$ cat src/rtl/rect_fill_engine_pkg.sv
`default_nettype none
// ============================================================================
//  Package     : fill_pkg
//  Description : Screen geometry, colour constants and fill FSM encoding
//                shared by the paced drawing engines.
//  Revision    : 1.0  initial release
// ============================================================================
package fill_pkg;

    localparam int SCREEN_W = 160;
    localparam int SCREEN_H = 120;
    localparam int COLOUR_W = 3;

    typedef enum logic [1:0] {
        ST_IDLE = 2'd0,
        ST_RUN  = 2'd1,
        ST_DONE = 2'd2
    } state_t;

    localparam logic [COLOUR_W-1:0] BLACK = 3'b000;
    localparam logic [COLOUR_W-1:0] WHITE = 3'b111;

endpackage
`default_nettype wire

$ cat src/rtl/rect_fill_engine_if.sv
`default_nettype none
// ============================================================================
//  Interface   : rect_fill_engine_if
//  Description : Command inputs and pixel-write outputs of the fill engine.
//  Revision    : 1.0  initial release
// ============================================================================
interface rect_fill_engine_if #(
    parameter int X_W      = 8,
    parameter int Y_W      = 7,
    parameter int COLOUR_W = 3
);
    logic                start;
    logic                mode;
    logic [COLOUR_W-1:0] colour_in;
    logic [X_W-1:0]      x0;
    logic [Y_W-1:0]      y0;
    logic [X_W-1:0]      w;
    logic [Y_W-1:0]      h;
    logic                abort;
    logic                busy;
    logic                done;
    logic                plot;
    logic [X_W-1:0]      x_out;
    logic [Y_W-1:0]      y_out;
    logic [COLOUR_W-1:0] colour_out;

    modport master (
        output start, mode, colour_in, x0, y0, w, h, abort,
        input  busy, done, plot, x_out, y_out, colour_out
    );

    modport slave (
        input  start, mode, colour_in, x0, y0, w, h, abort,
        output busy, done, plot, x_out, y_out, colour_out
    );
endinterface
`default_nettype wire

$ cat src/rtl/rect_fill_engine_pace_ticker.sv
`default_nettype none
// ============================================================================
//  Module      : pace_ticker
//  Description : Down-counter that ticks once every PACE enabled cycles.
//  Revision    : 1.0  initial release
// ============================================================================
module pace_ticker #(
    parameter int PACE = 44
) (
    input  wire logic clk,
    input  wire logic rst,
    input  wire logic load,
    input  wire logic en,
    output logic      tick
);
    localparam int            CW       = (PACE > 1) ? $clog2(PACE) : 1;
    localparam logic [CW-1:0] C_RELOAD = CW'(PACE - 1);

    logic [CW-1:0] r_count;

    always_ff @(posedge clk) begin
        if (rst) begin
            r_count <= '0;
        end else if (load) begin
            r_count <= C_RELOAD;
        end else if (en) begin
            r_count <= (r_count == '0) ? C_RELOAD : r_count - CW'(1);
        end
    end

    assign tick = (r_count == '0);

endmodule
`default_nettype wire

$ cat src/rtl/rect_fill_engine.sv
`default_nettype none
// ============================================================================
//  Module      : rect_fill_engine
//  Description : Paced full-screen / clipped-rectangle fill, one plot strobe
//                per pixel in raster order, with start/busy/done and abort.
//  Revision    : 1.0  initial release
// ============================================================================
module rect_fill_engine #(
    parameter int SCREEN_W = fill_pkg::SCREEN_W,
    parameter int SCREEN_H = fill_pkg::SCREEN_H,
    parameter int X_W      = 8,
    parameter int Y_W      = 7,
    parameter int COLOUR_W = fill_pkg::COLOUR_W,
    parameter int PACE     = 44
) (
    input  wire logic          clock,
    input  wire logic          reset,
    rect_fill_engine_if.slave  bus
);
    import fill_pkg::*;

    localparam logic [X_W:0] C_SW = (X_W + 1)'(SCREEN_W);
    localparam logic [Y_W:0] C_SH = (Y_W + 1)'(SCREEN_H);

    state_t              r_state;
    state_t              w_next;
    logic [COLOUR_W-1:0] r_colour;
    logic [X_W-1:0]      r_x;
    logic [Y_W-1:0]      r_y;
    logic [X_W-1:0]      r_x_left;
    logic [X_W:0]        r_x_end;
    logic [Y_W:0]        r_y_end;

    logic [X_W:0] w_x_sum;
    logic [Y_W:0] w_y_sum;
    logic [X_W:0] w_x_end;
    logic [Y_W:0] w_y_end;
    logic         w_empty;
    logic         w_accept;
    logic         w_tick;
    logic         w_fire;
    logic         w_x_last;
    logic         w_y_last;

    // Region ends are formed one bit wide so x0+w cannot wrap before clipping
    assign w_x_sum  = {1'b0, bus.x0} + {1'b0, bus.w};
    assign w_y_sum  = {1'b0, bus.y0} + {1'b0, bus.h};
    assign w_x_end  = (w_x_sum > C_SW) ? C_SW : w_x_sum;
    assign w_y_end  = (w_y_sum > C_SH) ? C_SH : w_y_sum;
    assign w_empty  = bus.mode && ((bus.w == '0) || (bus.h == '0) ||
                                   ({1'b0, bus.x0} >= C_SW) ||
                                   ({1'b0, bus.y0} >= C_SH));
    assign w_accept = (r_state == ST_IDLE) && bus.start;
    assign w_fire   = (r_state == ST_RUN) && w_tick && !bus.abort;
    assign w_x_last = (({1'b0, r_x} + (X_W + 1)'(1)) == r_x_end);
    assign w_y_last = (({1'b0, r_y} + (Y_W + 1)'(1)) == r_y_end);

    pace_ticker #(
        .PACE (PACE)
    ) u_pace (
        .clk  (clock),
        .rst  (reset),
        .load (w_accept),
        .en   (r_state == ST_RUN),
        .tick (w_tick)
    );

    always_comb begin
        w_next = r_state;
        case (r_state)
            ST_IDLE: begin
                if (bus.start) begin
                    w_next = w_empty ? ST_DONE : ST_RUN;
                end
            end
            ST_RUN: begin
                if (bus.abort) begin
                    w_next = ST_IDLE;
                end else if (w_fire && w_x_last && w_y_last) begin
                    w_next = ST_DONE;
                end
            end
            ST_DONE: w_next = ST_IDLE;
            default: w_next = ST_IDLE;
        endcase
    end

    always_ff @(posedge clock) begin
        if (reset) begin
            r_state  <= ST_IDLE;
            r_colour <= '0;
            r_x      <= '0;
            r_y      <= '0;
            r_x_left <= '0;
            r_x_end  <= '0;
            r_y_end  <= '0;
        end else begin
            r_state <= w_next;
            if (w_accept) begin
                r_colour <= bus.colour_in;
                if (bus.mode) begin
                    r_x      <= bus.x0;
                    r_y      <= bus.y0;
                    r_x_left <= bus.x0;
                    r_x_end  <= w_x_end;
                    r_y_end  <= w_y_end;
                end else begin
                    r_x      <= '0;
                    r_y      <= '0;
                    r_x_left <= '0;
                    r_x_end  <= C_SW;
                    r_y_end  <= C_SH;
                end
            end else if (w_fire && !(w_x_last && w_y_last)) begin
                // Final pixel leaves x/y in place so they never reach the screen edge
                if (w_x_last) begin
                    r_x <= r_x_left;
                    r_y <= r_y + Y_W'(1);
                end else begin
                    r_x <= r_x + X_W'(1);
                end
            end
        end
    end

    assign bus.busy       = (r_state == ST_RUN);
    assign bus.done       = (r_state == ST_DONE);
    assign bus.plot       = w_fire;
    assign bus.x_out      = r_x;
    assign bus.y_out      = r_y;
    assign bus.colour_out = r_colour;

endmodule
`default_nettype wire

$ cat src/flat_wrapper.sv
// flat-port wrapper written by rule: the top's interface ports become plain ports
module rect_fill_engine_flat import fill_pkg::*;
#(
    parameter int SCREEN_W = fill_pkg::SCREEN_W,
    parameter int SCREEN_H = fill_pkg::SCREEN_H,
    parameter int X_W      = 8,
    parameter int Y_W      = 7,
    parameter int COLOUR_W = fill_pkg::COLOUR_W,
    parameter int PACE     = 44
)
  (clock, reset, bus_start, bus_mode, bus_colour_in, bus_x0, bus_y0, bus_w, bus_h, bus_abort, bus_busy, bus_done, bus_plot, bus_x_out, bus_y_out, bus_colour_out);
  rect_fill_engine_if #(.X_W(X_W), .Y_W(Y_W), .COLOUR_W(COLOUR_W)) bus_i ();
  input  wire logic clock;
  input  wire logic reset;
  input wire logic [$bits(bus_i.start)-1:0] bus_start;
  input wire logic [$bits(bus_i.mode)-1:0] bus_mode;
  input wire logic [$bits(bus_i.colour_in)-1:0] bus_colour_in;
  input wire logic [$bits(bus_i.x0)-1:0] bus_x0;
  input wire logic [$bits(bus_i.y0)-1:0] bus_y0;
  input wire logic [$bits(bus_i.w)-1:0] bus_w;
  input wire logic [$bits(bus_i.h)-1:0] bus_h;
  input wire logic [$bits(bus_i.abort)-1:0] bus_abort;
  output wire logic [$bits(bus_i.busy)-1:0] bus_busy;
  output wire logic [$bits(bus_i.done)-1:0] bus_done;
  output wire logic [$bits(bus_i.plot)-1:0] bus_plot;
  output wire logic [$bits(bus_i.x_out)-1:0] bus_x_out;
  output wire logic [$bits(bus_i.y_out)-1:0] bus_y_out;
  output wire logic [$bits(bus_i.colour_out)-1:0] bus_colour_out;
  assign bus_i.start = bus_start;
  assign bus_i.mode = bus_mode;
  assign bus_i.colour_in = bus_colour_in;
  assign bus_i.x0 = bus_x0;
  assign bus_i.y0 = bus_y0;
  assign bus_i.w = bus_w;
  assign bus_i.h = bus_h;
  assign bus_i.abort = bus_abort;
  assign bus_busy = bus_i.busy;
  assign bus_done = bus_i.done;
  assign bus_plot = bus_i.plot;
  assign bus_x_out = bus_i.x_out;
  assign bus_y_out = bus_i.y_out;
  assign bus_colour_out = bus_i.colour_out;
  rect_fill_engine #(.SCREEN_W(SCREEN_W), .SCREEN_H(SCREEN_H), .X_W(X_W), .Y_W(Y_W), .COLOUR_W(COLOUR_W), .PACE(PACE)) u_core (.clock(clock), .reset(reset), .bus(bus_i));
endmodule
$ cat config.mk
export PLATFORM = sky130hd
export DESIGN_NAME = rect_fill_engine_flat
export DESIGN_NICKNAME = d
export VERILOG_FILES = /design/src/rtl/rect_fill_engine_pkg.sv /design/src/rtl/rect_fill_engine_if.sv /design/src/rtl/rect_fill_engine_pace_ticker.sv /design/src/rtl/rect_fill_engine.sv /design/src/flat_wrapper.sv
export SDC_FILE = /design/constraint.sdc
export NUM_CORES = 1
export LEC_CHECK = 0
export CORE_AREA = 2 2 83 85
export DETAILED_ROUTE_END_ITERATION = 16
export DIE_AREA = 0 0 85 87
export HOLD_SLACK_MARGIN = 0.1
export PLACE_DENSITY = 0.78
export SLEW_MARGIN = 20
export SYNTH_ARGS = -nofsm -noshare
export SYNTH_HDL_FRONTEND = slang
export SYNTH_SLANG_ARGS = --single-unit
export TNS_END_PERCENT = 100
$ cat constraint.sdc
create_clock -name clock -period 2.56 [get_ports clock]
set_input_delay 0.384 -clock clock [delete_from_list [all_inputs] [get_ports clock]]
set_output_delay 0.384 -clock clock [all_outputs]
set_load 0.005 [all_outputs]
==> After elaboration in Yosys (flattened, before gate mapping) <==
Index checks and enable logic that the tools add are counted.
{ "op_classes": {"mux": 20, "reduce_logical": 23, "magnitude_cmp": 4, "addsub": 7, "n_eq_ne": 6} }
{ "ops": {"columns": ["operator", "n"], "rows": [
  ["$mux 8", 6],
  ["$mux 7", 4],
  ["$mux 6", 3],
  ["$mux 9", 2],
  ["$add 8x1->9 const B", 1],
  ["$add 8x8->9", 1],
  ["$eq 9x9->1", 1],
  ["$gt 9x8->1 const B", 1],
  ["$add 7x1->8 const B", 1],
  ["$add 7x7->8", 1],
  ["$add 8x1->8 const B", 1],
  ["$eq 8x8->1", 1],
  ["$ge 8x8->1 const B", 1],
  ["$gt 8x7->1 const B", 1],
  ["$logic_and 1x1->1", 8],
  ["$logic_not 8->1", 1],
  ["$mux 2", 4],
  ["$add 7x1->7 const B", 1],
  ["$ge 7x7->1 const B", 1],
  ["$logic_not 7->1", 1],
  ["$logic_not 6->1", 1],
  ["$reduce_bool 2->1", 3],
  ["$sub 6x1->6 const B", 1],
  ["$pmux 2 s2", 1],
  ["9 further kinds", 13]
]} }
{ "word_totals": {"out_inout_bits": 21, "reg_bits": 51, "input_bits": 38} }

==> Logic depth before layout (Yosys ltp) <==
Gate-level depths: netlist of run 1.
{ "logic_depth": {"depth_word": 8, "depth_mapped": 11, "ltp_nobuf": 11} }

==> Cells and area by module <==
Synthesis of run 1 repeated with hierarchy kept, for this count alone.
{ "unflattened": {"hier_cells": 444, "hier_area_um2": 3601.0} }
{ "modules_own_cells": {"columns": ["mod", "area_each_um2", "instances", "cells_per_inst"], "rows": [
  ["rect_fill_engine", 3285.7, 1, 409],
  ["pace_ticker", 315.3, 1, 35]
]} }

==> Least setup slack after synthesis of run 1 <==
OpenSTA, ideal clock, no wires.
{ "synth_timing": {"path_type": "flip-flop to flip-flop", "start": "register u_core.r_y[0] (netlist: u_core.bus.y_out[0])", "end": "register u_core.r_x[6] (netlist: u_core.bus.x_out[6])", "setup_ns": 0.088, "path_slack_ns": 0.163, "n_path_buf": 1, "arrival_ns": 2.309, "stages_incl_launch_ff": 10, "synth_period_minus_slack_ns": 2.397, "path_cell_list": "dfxtp_1 > ha_1 > xor2_1 > nand3_1 > nor3_1 > a21oi_1 > nor4_4 > a31oi_4 > buf_6 > a311oi_2"} }
{ "synth_via": {"elab_chain_cells": 6} }
{ "synth_lines": {"columns": ["element", "line_no", "rtl"], "rows": [
  ["from (decl)", "rect_fill_engine.sv:29", "logic [Y_W-1:0] r_y;"],
  ["from (signal assigned)", "rect_fill_engine.sv:103", "r_y <= bus.y0;"],
  ["from (signal assigned)", "rect_fill_engine.sv:118", "r_y <= r_y + Y_W'(1);"],
  ["$add 7x1->8", "rect_fill_engine.sv:56", "assign w_y_last = (({1'b0, r_y} + (Y_W + 1)'(1)) == r_y_end);"],
  ["$eq 8x8->1", "rect_fill_engine.sv:56", null],
  ["$logic_and 1x1->1", "rect_fill_engine.sv:114", "end else if (w_fire && !(w_x_last && w_y_last)) begin"],
  ["$logic_not 1->1", "rect_fill_engine.sv:114", null],
  ["$logic_and 1x1->1", "rect_fill_engine.sv:114", null],
  ["$reduce_bool 2->1 (no source line)", null, null],
  ["to (signal assigned)", "rect_fill_engine.sv:102", "r_x <= bus.x0;"],
  ["to (signal assigned)", "rect_fill_engine.sv:117", "r_x <= r_x_left;"],
  ["to (signal assigned)", "rect_fill_engine.sv:120", "r_x <= r_x + X_W'(1);"],
  ["to (decl)", "rect_fill_engine.sv:28", "logic [X_W-1:0] r_x;"]
]} }
Every way passes these cells.
A chain may end at the register's enable or synchronous reset.

==> Final worst setup path of run 1 <==
{ "layout_timing": {"start": "register u_core.r_x[0] (netlist: u_core.bus.x_out[0])", "end": "register u_core.r_y[6] (netlist: u_core.bus.y_out[6])"} }
{ "layout_via": {"elab_chain_cells": 7, "word_cells_on_any_way": 8, "classes_between": "add/sub (1); eq/ne (1); reduce/logical (6)"} }
{ "layout_lines": {"columns": ["element", "line_no", "rtl"], "rows": [
  ["$add 8x1->9 (*)", "rect_fill_engine.sv:55", "assign w_x_last = (({1'b0, r_x} + (X_W + 1)'(1)) == r_x_end);"],
  ["$eq 9x9->1 (*)", "rect_fill_engine.sv:55", null],
  ["$logic_and 1x1->1", "rect_fill_engine.sv:114", null],
  ["$logic_not 1->1", "rect_fill_engine.sv:114", null],
  ["$logic_and 1x1->1", "rect_fill_engine.sv:114", null],
  ["$reduce_bool 2->1 (no source line)", null, null],
  ["$reduce_and 2->1 (no source line) (*)", null, null]
]} }
Mark *: on every way between the ends. The rest lies on a longest branch, timed or not.

==> results of run 1 <==
-- per-layer routing --
| metal | GRT usage [%] | wire, um | vias to the layer above |
|---|---|---|---|
| li1 | - | - | 1660 |
| met2 | 44.2 | 4720 | 79 |
| met1 | 28.8 | 3930 | 1585 |
| met5 | 0 | 0 | - |
| met4 | 7.79 | 131 | 0 |
| met3 | 3.22 | 365 | 12 |
-- through the flow --
step | setup WS [ns] | util, %
floorplan | 0.163 | -
global placement | -0.319 | 66.2
detailed placement | -0.405 | 66.2
CTS | 0.000699 | 68.2
global route | 0.0107 | 69.9
finish | 0.120 | 69.9
-- worst paths after layout --
check / slack [ns] / start / end / cells after the start
worst max-delay path: 0.12 / u_core.bus.x_out[0]$_SDFFE_PP0P_ / u_core.bus.y_out[6]$_SDFFE_PP0P_ / 10
worst min-delay path: 0.46 / u_core.r_x_left[2]$_SDFFE_PP0P_ / u_core.r_x_left[2]$_SDFFE_PP0P_ / 2
worst max register to register: 0.12 / u_core.bus.x_out[0]$_SDFFE_PP0P_ / u_core.bus.y_out[6]$_SDFFE_PP0P_ / 10
worst min register to register: 0.46 / u_core.r_x_left[2]$_SDFFE_PP0P_ / u_core.r_x_left[2]$_SDFFE_PP0P_ / 2
-- cells by family after synthesis --
family | after synthesis | share of synthesized area, %
mux | 3 | 0.925
buf+inv | 32 | 3.96
xor+xnor | 37 | 10.4
fa+ha+maj | 20 | 7.84
flops | 51 | 30.2
compound gates | 112 | 25.2
simple gates | 144 | 21.5
-- what timing repair did --
item	CTS	global route
cloned	0	1
setup buffers	2	1
pin swaps	5	14
setup endpoints to repair	8	21
gates resized for setup	4	26
-- cell usage in the layout (no fill, tap or decap), types with 8 or more instances in the layout --
cell / count
a21oi_1: 26
ha_1: 15
xor2_1: 12
a211oi_1: 14
buf_4: 50
xnor2_1: 20
dlymetal6s2s_1: 8
dfxtp_1: 50
nor2_1: 39
nand2_1: 52
clkdlybuf4s50_1: 50
inv_1: 17
-- flip-flops by register name, summed over array words and instances (netlist names) --
| name | count |
|---|---|
| u_core.bus.colour_out | 3 |
| u_core.r_x_end | 9 |
| u_core.bus.x_out | 8 |
| u_core.bus.y_out | 7 |
| u_core.r_state | 2 |
| u_core.r_x_left | 8 |
| u_core.u_pace.r_count | 6 |
| u_core.r_y_end | 8 |
-- cell type report --
cell class              count  area, sq um  share of cell area, %
clock buffers               6         82.6                   1.80
clock inverters             2         16.3                  0.354
inverters                  17         63.8                   1.39
multi-input cells         317         2330                   50.8
flip-flops and latches     51         1020                   22.3
well taps                  80          100                   2.18
repair buffers            108          976                   21.2
-- power breakdown --
group | switching, mW | internal, mW | total [mW] | leakage [nW]
clock | 0.280 | 0.221 | 0.501 | 0.0474
sequential | 0.0508 | 0.849 | 0.900 | 0.418
combinational | 0.393 | 0.416 | 0.809 | 1.41
-- worst min-delay path: cells and delay by family (launching register included) --
family	cells	cell delay, ns
and+or+nand+nor	1	0.05
AOI/OAI and AO/OA	1	0.05
DFF	1	0.32
==> key figures, run 1 <==
Global routing
  • Initial antenna violation count: 0
  • Gr usage total: 24.0%
  • Number of global-route vias before repair: 3225
  • Global route overflow: 0
  • Largest net degree at the start of global routing: 41
  • First-pass GRT wire length: 14400 um

Floorplanning
  • Die ar.: 0.00740 sq mm
  • Starting Density: 51.5%
  • Top Ports: 59
  • Die Ht: 87 um
  • Core footprint: 0.00657 sq mm
  • Die Width: 85 um
  • Row count: 30

STA
  • Slew @ Worst Pin: 0.922 ns
  • Period minus WS final: 2.44 ns
  • Setup violators final: 0
  • Final hold vios: 0
  • Clock skew: 0.0179 ns
  • RSZ-0062 raised after global routing: no
  • Period utilization: 95.3%
  • FMAX: 410 MHz
  • Slew Limit Headroom: 38.3%
  • Fin Setup TNS: 0 ns
  • Final Max Slew Viols: 0
  • Hold WS: 0.459 ns

Final layout
  • Nets: 558
  • Post-route cell area: 0.00459 sq mm
  • Fillers: 494
  • Non-Filler Instances: 581
  • Share of layout cells above drive strength 1: 19.4%
  • Area Growth Syn to Fin: 35.8%
  • Antenna cells: 0

Synth
  • Top_reg_cell synth: dfxtp_1
  • Number of synthesized register bits: 51
  • Post-synthesis sequential area ratio: 30.2%
  • Leading cell types by count after synthesis: nand2_1 (52), dfxtp_1 (51), nor2_1 (39)
  • Synth top area share: 30.2%
  • Total number of yosys warnings: 0
  • Synth async-reset ratio: 0%
  • Yosys cell types: 65
  • Syn Area/Cell: 8.48 sq um
  • Syn_nets: 457
  • Post-synth EDFFs: 0
  • Syn Std Cell Area: 0.00338 sq mm
  • Yosys top cell by area: dfxtp_1
  • Synth Instances: 399
  • Top-count cell post-synth: nand2_1
  • Synth area leaders: dfxtp_1 (30%), ha_1 (6.7%), nand2_1 (5.8%), xnor2_1 (5.4%), a21oi_1 (4.4%)

Clock tree
  • Clk buf depth: 2
  • Sink Count: 51
  • Clock insertion delay at the later pin of the skew report: 0.31 ns
  • H-tree Lvls: 2
  • Clock Tree Root: clkbuf_8
  • Hold buffers post-CTS: 0
  • CTS tree: yes
  • TritonCTS buffer count: 5
  • Clock transition at the registers of the reported paths: 0.10 ns

Critical path
  • Crit Path Category: reg2reg
  • CP max-delay cell: o31ai_4
  • Worst path buffer plus inverter count: 2
  • Startpoint types: flip-flop
  • Arrival time at the worst endpoint: 2.67 ns
  • Most used cell, CP: buf_4
  • Required time of the worst setup path: 2.79 ns
  • CP delay by family, top: compound AO/OA/AOI/OAI gates
  • Crit-path max cell delay: 0.39 ns
  • Crit Path Max Fanout: 7
  • Worst Setup End Kind: flip-flop
  • Cell Chain, Critical Path: buf_4 -> nand2_1 -> nor2_1 -> xnor3_1 -> o2111a_1 -> nand4_4 -> o31ai_4 -> buf_4 -> a21oi_1 -> a211oi_1

Placement
  • # placed instances: 569
  • RD Place Congestion: 0.872
  • Port Buf Inserts: 58
  • Placed inst area: 0.00435 sq mm
  • Post-DP HPWL: 6880 um

Drt
  • Initial drt markers: 206
  • DRC Markers: 0
  • Vias: 3336
  • Wire per inst: 15.7 um
  • Antenna Nets Post-Route: 0
  • DRT Pass-1 Iters: 4
  • Via/cell ratio: 5.74
  • Routed WL: 9140 um

Pwr
  • Cell area power density: 481 mW/mm^2
  • Tot Pwr: 2.21 mW
  • Leak: 1.87 nW
  • VDD IR max: 299 uV

Run
  • Number of max-cap violations: 0

Outcome
  • Status: completed

Hold path
  • Hold WC Path Type: reg2reg
No activity file was read; power rests on OpenSTA's default activity.
==> inputs of run 2 (changes only) <==
Settings changed: CORE_AREA 2 2 83 85 to 2 2 103 105, DIE_AREA 0 0 85 87 to 0 0 105 107, HOLD_SLACK_MARGIN 0.1 to 0.06, PLACE_DENSITY 0.78 to 0.54.
==> key figures, run 2 (synthesis gave the netlist of run 1 again) <==
Floorplanning
  • Top Ports: 59 (unchanged)
  • Row count: 37 (+23%)
  • Core footprint: 0.0101 sq mm (+54%)
  • Die Ht: 107 um (+23%)
  • Die Width: 105 um (+24%)
  • Die ar.: 0.0112 sq mm (+52%)
  • Starting Density: 33.5% (-18 points)

Placement
  • RD Place Congestion: 0.857 (-1.8%)
  • Port Buf Inserts: 58 (unchanged)
  • Post-DP HPWL: 7280 um (+5.8%)
  • Pre-CTS setup slack: -0.486 ns (-0.0809 ns)

STA
  • Final hold vios: 0 (unchanged)
  • Clock skew: 0.0134 ns (-0.00456 ns)
  • FMAX: 405 MHz (-1.1%)
  • Final Max Slew Viols: 0 (unchanged)
  • Final worst slack: 0.0927 ns (-0.0272 ns)
  • Period minus WS final: 2.47 ns (+0.0272 ns)
  • Period utilization: 96.4% (+1.1 points)
  • Slew @ Worst Pin: 1.13 ns (+0.203 ns)
  • Slew Limit Headroom: 24.7% (-14 points)
  • Setup violators final: 0 (unchanged)
  • Hold WS: 0.459 ns (-0.000248 ns)

Pwr
  • Cell area power density: 474 mW/mm^2 (-1.6%)
  • Clock network power share: 22.1% (-0.6 points)
  • VDD IR max: 202 uV (-32%)
  • Logic pwr share: 36.6% (about the same)
  • Sw frac: 33.2% (+0.45 points)
  • Leak: 1.84 nW (-1.6%)
  • Psw: 0.726 mW (+0.26%)
  • Seq pwr share: 41.2% (+0.5 points)
  • P_int: 1.46 mW (-1.8%)

Critical path
  • Worst path buffer plus inverter count: 1 (-1)
  • Cell Chain, Critical Path: clkdlybuf4s50_1 -> ha_1 -> a21o_1 -> a21oi_1 -> o21bai_1 -> a21oi_1 -> nor2_1 -> a2111oi_2 -> nor3b_2 -> a22o_1
  • CP max-delay cell: clkdlybuf4s50_1
  • Required time of the worst setup path: 2.82 ns (+0.03 ns)
  • Crit Path Category: in2reg
  • Most used cell, CP: a21oi_1
  • Arrival time at the worst endpoint: 2.73 ns (+0.06 ns)
  • Worst r2r path cells: 10 (unchanged)
  • R2R Path End: u_core.bus.y_out[6]$_SDFFE_PP0P_
  • Startpoint types: input port
  • Crit Path Max Fanout: 3 (-4)
  • Crit-path max cell delay: 0.54 ns (+0.15 ns)
  • Worst Setup End Kind: flip-flop
  • Flop2flop setup slack: 0.15 ns (+0.03 ns)
  • Setup crit start: bus_y0[1]
  • CP delay by family, top: compound AO/OA/AOI/OAI gates
  • R2R Path Start: u_core.bus.y_out[1]$_SDFFE_PP0P_

Final layout
  • Fin util: 45.7% (-24 points)
  • Area Growth Syn to Fin: 36.4%
  • Max reg flops: 9 (unchanged)
  • Antenna cells: 0 (unchanged)
  • Commonest non-fill, non-tap cell in the layout: clkdlybuf4s50_1
  • Commonest non-fill, non-tap cells in the layout: clkdlybuf4s50_1 (53), nand2_1 (52), dfxtp_1 (51)
  • Register area: 0.00102 sq mm (-0.12%)
  • Fillers: 999 (+100%)
  • Nets: 556 (-0.36%)
  • Area of the multi-input gates: 0.00230 sq mm (-1.4%)
  • Share of layout cells above drive strength 1: 18.8% (-0.52 points)
  • Largest register by flop count: u_core.r_x_end

Hold path
  • Min-Delay Path Depth: 2 (unchanged)
  • Hold path start: u_core.r_x_left[2]$_SDFFE_PP0P_
  • Hold path endpoint: u_core.r_x_left[2]$_SDFFE_PP0P_
  • Hold WC Path Type: reg2reg

Drt
  • DRT Pass-1 Iters: 4 (unchanged)
  • Wire per inst: 14.9 um (-5.6%)
  • Antenna Nets Post-Route: 0 (unchanged)
  • Initial drt markers: 86 (-58%)
  • Via/cell ratio: 5.14 (-11%)
  • DRC Markers: 0 (unchanged)
  • Vias: 3263 (-2.2%)
  • Routed WL: 9430 um (+3.1%)

Outcome
  • Status: completed

Clock tree
  • Clock transition at the registers of the reported paths: 0.10 ns (about the same)
  • CTS tree: yes
  • Clock Tree Root: clkbuf_8
  • Clock insertion delay at the later pin of the skew report: 0.31 ns (about the same)
  • H-tree Lvls: 2 (unchanged)
  • Clk buf depth: 2 (unchanged)
  • TritonCTS buffer count: 5 (unchanged)
  • Sink Count: 51 (unchanged)

Global routing
  • Gr usage total: 17.2% (-6.9 points)
  • First-pass GRT wire length: 15800 um (+9.1%)
  • Largest net degree at the start of global routing: 41 (unchanged)
  • Number of global-route vias before repair: 3266 (+1.3%)
  • Global route overflow: 0 (unchanged)
  • Initial antenna violation count: 0 (unchanged)

Run
  • Number of max-cap violations: 0 (unchanged)
[run 2: cell count changes in the layout (fill, tap and decap cells not counted), sizes merged]
cell           delta
a31oi             -1
clkdlybuf4s50     +3
inv               +1
buf               -1
dlymetal6s2s      -3
clkinv            +1
clkbuf            -1
clkinvlp          -1
[run 2: cell type report]
class / instances / share of cell area [%]
Inverter: 17 / 1.38
Timing Repair Buffer: 107 / 21.1
Tap cell: 136 / 3.69
Multi-Input combinational cell: 316 / 49.8
Sequential cell: 51 / 22.1
Clock inverter: 3 / 0.407
Clock buffer: 5 / 1.49
[run 2: worst register-to-register path, delay by kind of cell, from the launching register on]
family	cells	cell delay, ns
flip-flops	1	0.42
AND/OR/NAND/NOR	2	0.37
adder cells (fa/ha/maj)	1	0.28
buffers and inverters	1	0.21
AO/OA/AOI/OAI	5	0.83
XOR/XNOR	1	0.21
[run 2: stage by stage]
stage	setup TNS, ns	power (mW)	instances	area [sq um]
after detailed placement	-4.54	1.69	625	4430
after global placement	-3.42	1.68	625	4430
after floorplan	0	1.35	399	3380
after CTS	0	2.19	634	4550
final	0	2.19	635	4610
after global routing	-0.00821	2.32	635	4610
[run 2: how the worst max path moves through the flow]
stage | endpoint | slack [ns] | cells after the start
final | u_core.r_y_end[2]$_SDFFE_PP0P_ | 0.09 | 10
after global routing | u_core.r_y_end[1]$_SDFFE_PP0P_ | -0.006 | 11
after CTS | u_core.r_x_end[3]$_SDFFE_PP0P_ | 0.01 | 10
after detailed placement | u_core.r_x_end[3]$_SDFFE_PP0P_ | -0.49 | 12
after global placement | u_core.r_x_end[3]$_SDFFE_PP0P_ | -0.34 | 12
after floorplan | u_core.bus.x_out[6]$_SDFFE_PP0P_ | 0.16 | 9
[run 2: per-layer routing]
| layer | vias up | track usage [%] | share of wire [%] |
|---|---|---|---|
| met4 | 0 | 4.00 | 1.0 |
| met1 | 1552 | 21.7 | 46 |
| met5 | - | 0 | 0 |
| li1 | 1647 | - | - |
| met3 | 8 | 2.37 | 3.0 |
| met2 | 56 | 30.9 | 50 |
[run 2: power by group through the flow]
stage	sequential (mW)	combinational, mW	clock, mW
after floorplan	0.914	0.440	0
after global placement	0.917	0.765	0
after detailed placement	0.918	0.774	0
after CTS	0.900	0.792	0.496
after global routing	0.909	0.884	0.529
final	0.901	0.801	0.484
[run 2: timing repair]
action	in CTS	in global routing
pin swaps	4	14
hold buffers	0	0
setup buffers	1	1
gates resized for setup	5	18
gates cloned	0	0
setup endpoints to repair	8	24
==> inputs of run 3 (changes only) <==
Clock period 2.56 ns to 2.84 ns, I/O delays scaled along.
==> key figures, run 3 (synthesis gave the netlist of run 1 again) <==
STA
  • FMAX: 371 MHz
  • Slew @ Worst Pin: 0.977 ns (-0.148 ns)
  • Final Max Slew Viols: 0 (unchanged)
  • Slew Limit Headroom: 34.6% (+9.9 points)
  • RSZ-0062 raised after global routing: no
  • Clock skew: 0.0166 ns (+0.00319 ns)
  • Final hold vios: 0 (unchanged)
  • Period minus WS final: 2.69 ns
  • Fin Setup TNS: 0 ns (unchanged)
  • Setup violators final: 0 (unchanged)
  • Period utilization: 94.8%

Final layout
  • Area Growth Syn to Fin: 31.1%
  • Share of layout cells above drive strength 1: 12.9% (-5.9 points)
  • Commonest non-fill, non-tap cell in the layout: clkdlybuf4s50_1
  • Commonest non-fill, non-tap cells in the layout: clkdlybuf4s50_1 (58), nand2_1 (52), dfxtp_1 (51)
  • Max reg flops: 9 (unchanged)
  • Area of the multi-input gates: 0.00225 sq mm (-2.3%)
  • Fillers: 1055 (+5.6%)
  • Register area: 0.00102 sq mm (unchanged)
  • Nets: 538 (-3.2%)
  • Antenna cells: 0 (unchanged)
  • Fin util: 43.9% (-1.8 points)
  • Largest register by flop count: u_core.r_x_end

Pwr
  • Cell area power density: 446 mW/mm^2 (-5.8%)
  • VDD IR max: 211 uV (+4.3%)
  • Leak: 1.71 nW (-7.3%)

Critical path
  • Arrival time at the worst endpoint: 2.89 ns (+0.16 ns)
  • Setup crit start: bus_h[0]
  • Required time of the worst setup path: 3.03 ns (+0.21 ns)
  • Worst Setup End Kind: flip-flop
  • CP max-delay cell: clkdlybuf4s50_1
  • Most used cell, CP: a21oi_1
  • Cell Chain, Critical Path: clkdlybuf4s50_1 -> ha_1 -> fa_1 -> a21o_1 -> a21oi_1 -> o21bai_1 -> a21oi_1 -> xor2_1 -> nor4b_2 -> nor3b_2 -> a22o_1
  • Worst path buffer plus inverter count: 1 (unchanged)
  • Startpoint types: input port
  • Crit Path Category: in2reg
  • CP delay by family, top: compound AO/OA/AOI/OAI gates
  • Crit-path max cell delay: 0.43 ns (-0.11 ns)
  • Crit Path Max Fanout: 3 (unchanged)
  • R2R Path Start: u_core.bus.x_out[0]$_SDFFE_PP0P_

Global routing
  • Global route overflow: 0 (unchanged)
  • Gr usage total: 16.9% (-0.30 points)
  • Initial antenna violation count: 0 (unchanged)
  • Largest net degree at the start of global routing: 41 (unchanged)
  • Number of global-route vias before repair: 3116 (-4.6%)
  • First-pass GRT wire length: 15300 um (-2.9%)

Drt
  • DRT Pass-1 Iters: 4 (unchanged)
  • Top Metal Used: met4
  • DRC Markers: 0 (unchanged)
  • Wl on met1: 4230 um (-3.2%)
  • Antenna Nets Post-Route: 0 (unchanged)
  • Metal3 WL: 334 um (+19%)
  • Initial drt markers: 91 (+5.8%)
  • Met2 wire length: 4320 um (-7.8%)
  • Routed WL: 9010 um (-4.4%)
  • Via/cell ratio: 5.10 (-0.74%)
  • Wire per inst: 14.6 um (-1.5%)
  • Vias: 3142 (-3.7%)

Floorplanning
  • Starting Density: 33.5% (unchanged)
  • Die Ht: 107 um (unchanged)
  • Top Ports: 59 (unchanged)
  • Die Width: 105 um (unchanged)
  • Core footprint: 0.0101 sq mm (unchanged)
  • Die ar.: 0.0112 sq mm (unchanged)
  • Row count: 37 (unchanged)

Clock tree
  • Hold buffers post-CTS: 0 (unchanged)
  • Clk buf depth: 2 (unchanged)
  • H-tree Lvls: 2 (unchanged)
  • Clock insertion delay at the later pin of the skew report: 0.31 ns (about the same)
  • Clock transition at the registers of the reported paths: 0.09 ns (about the same)
  • TritonCTS buffer count: 5 (unchanged)
  • CTS tree: yes
  • Clock Tree Root: clkbuf_8
  • Sink Count: 51 (unchanged)

Hold path
  • Hold WC Path Type: reg2reg
  • Hold path start: u_core.bus.colour_out[0]$_SDFFE_PP0P_

Outcome
  • Status: completed

Run
  • Number of max-cap violations: 0 (unchanged)

Placement
  • Port Buf Inserts: 58 (unchanged)
  • RD Place Congestion: 0.903 (+5.5%)
  • Post-DP HPWL: 7170 um (-1.5%)
-- run 3: worst min-delay path: cells and delay by family (launching register included) --
family	cells	cell delay, ns
AND/OR/NAND/NOR	1	0.05
flip-flops	1	0.32
AO/OA/AOI/OAI	1	0.05
-- run 3: worst paths after layout --
kind,depth (start not counted),slack (ns),end
max,11,0.15,u_core.r_y_end[2]$_SDFFE_PP0P_
min,2,0.46,u_core.bus.colour_out[0]$_SDFFE_PP0P_
max reg2reg,9,0.26,u_core.bus.y_out[3]$_SDFFE_PP0P_
min reg2reg,2,0.46,u_core.bus.colour_out[0]$_SDFFE_PP0P_
-- run 3: layout make-up --
class / count / area share [%]
Inverter: 17 / 1.44
Sequential cell: 51 / 23.0
Tap cell: 136 / 3.84
Clock buffer: 5 / 1.55
Multi-Input combinational cell: 316 / 50.7
Clock inverter: 2 / 0.847
Timing Repair Buffer: 89 / 18.6
-- run 3: through the flow --
step                cell area [sq um]  std cells  power [mW]  hold slack, ns  worst slack, ns
floorplan                        3380        399        1.22           0.432            0.413
global placement                 4310        609        1.48           0.441           -0.107
detailed placement               4310        609        1.48           0.450           -0.202
CTS                              4410        616        1.99           0.464            0.128
global route                     4430        616        2.11           0.484           0.0247
finish                           4430        616        1.98           0.459            0.147
-- run 3: repair_timing --
action	in CTS	in global routing
setup endpoints to repair	0	7
setup buffers	0	0
hold endpoints to repair	0	0
gates resized for setup	0	3
-- run 3: power by group --
| part | switching [mW] | internal, mW | total, mW |
|---|---|---|---|
| logic | 0.316 | 0.333 | 0.649 |
| clock network | 0.252 | 0.258 | 0.510 |
| registers | 0.0551 | 0.765 | 0.820 |
-- run 3: metal layers --
layer | track usage, % | vias to the layer above
met3 | 3.04 | 9
met2 | 29.1 | 64
met4 | 4.95 | 0
met1 | 21.5 | 1460
li1 | - | 1609
met5 | 0 | -
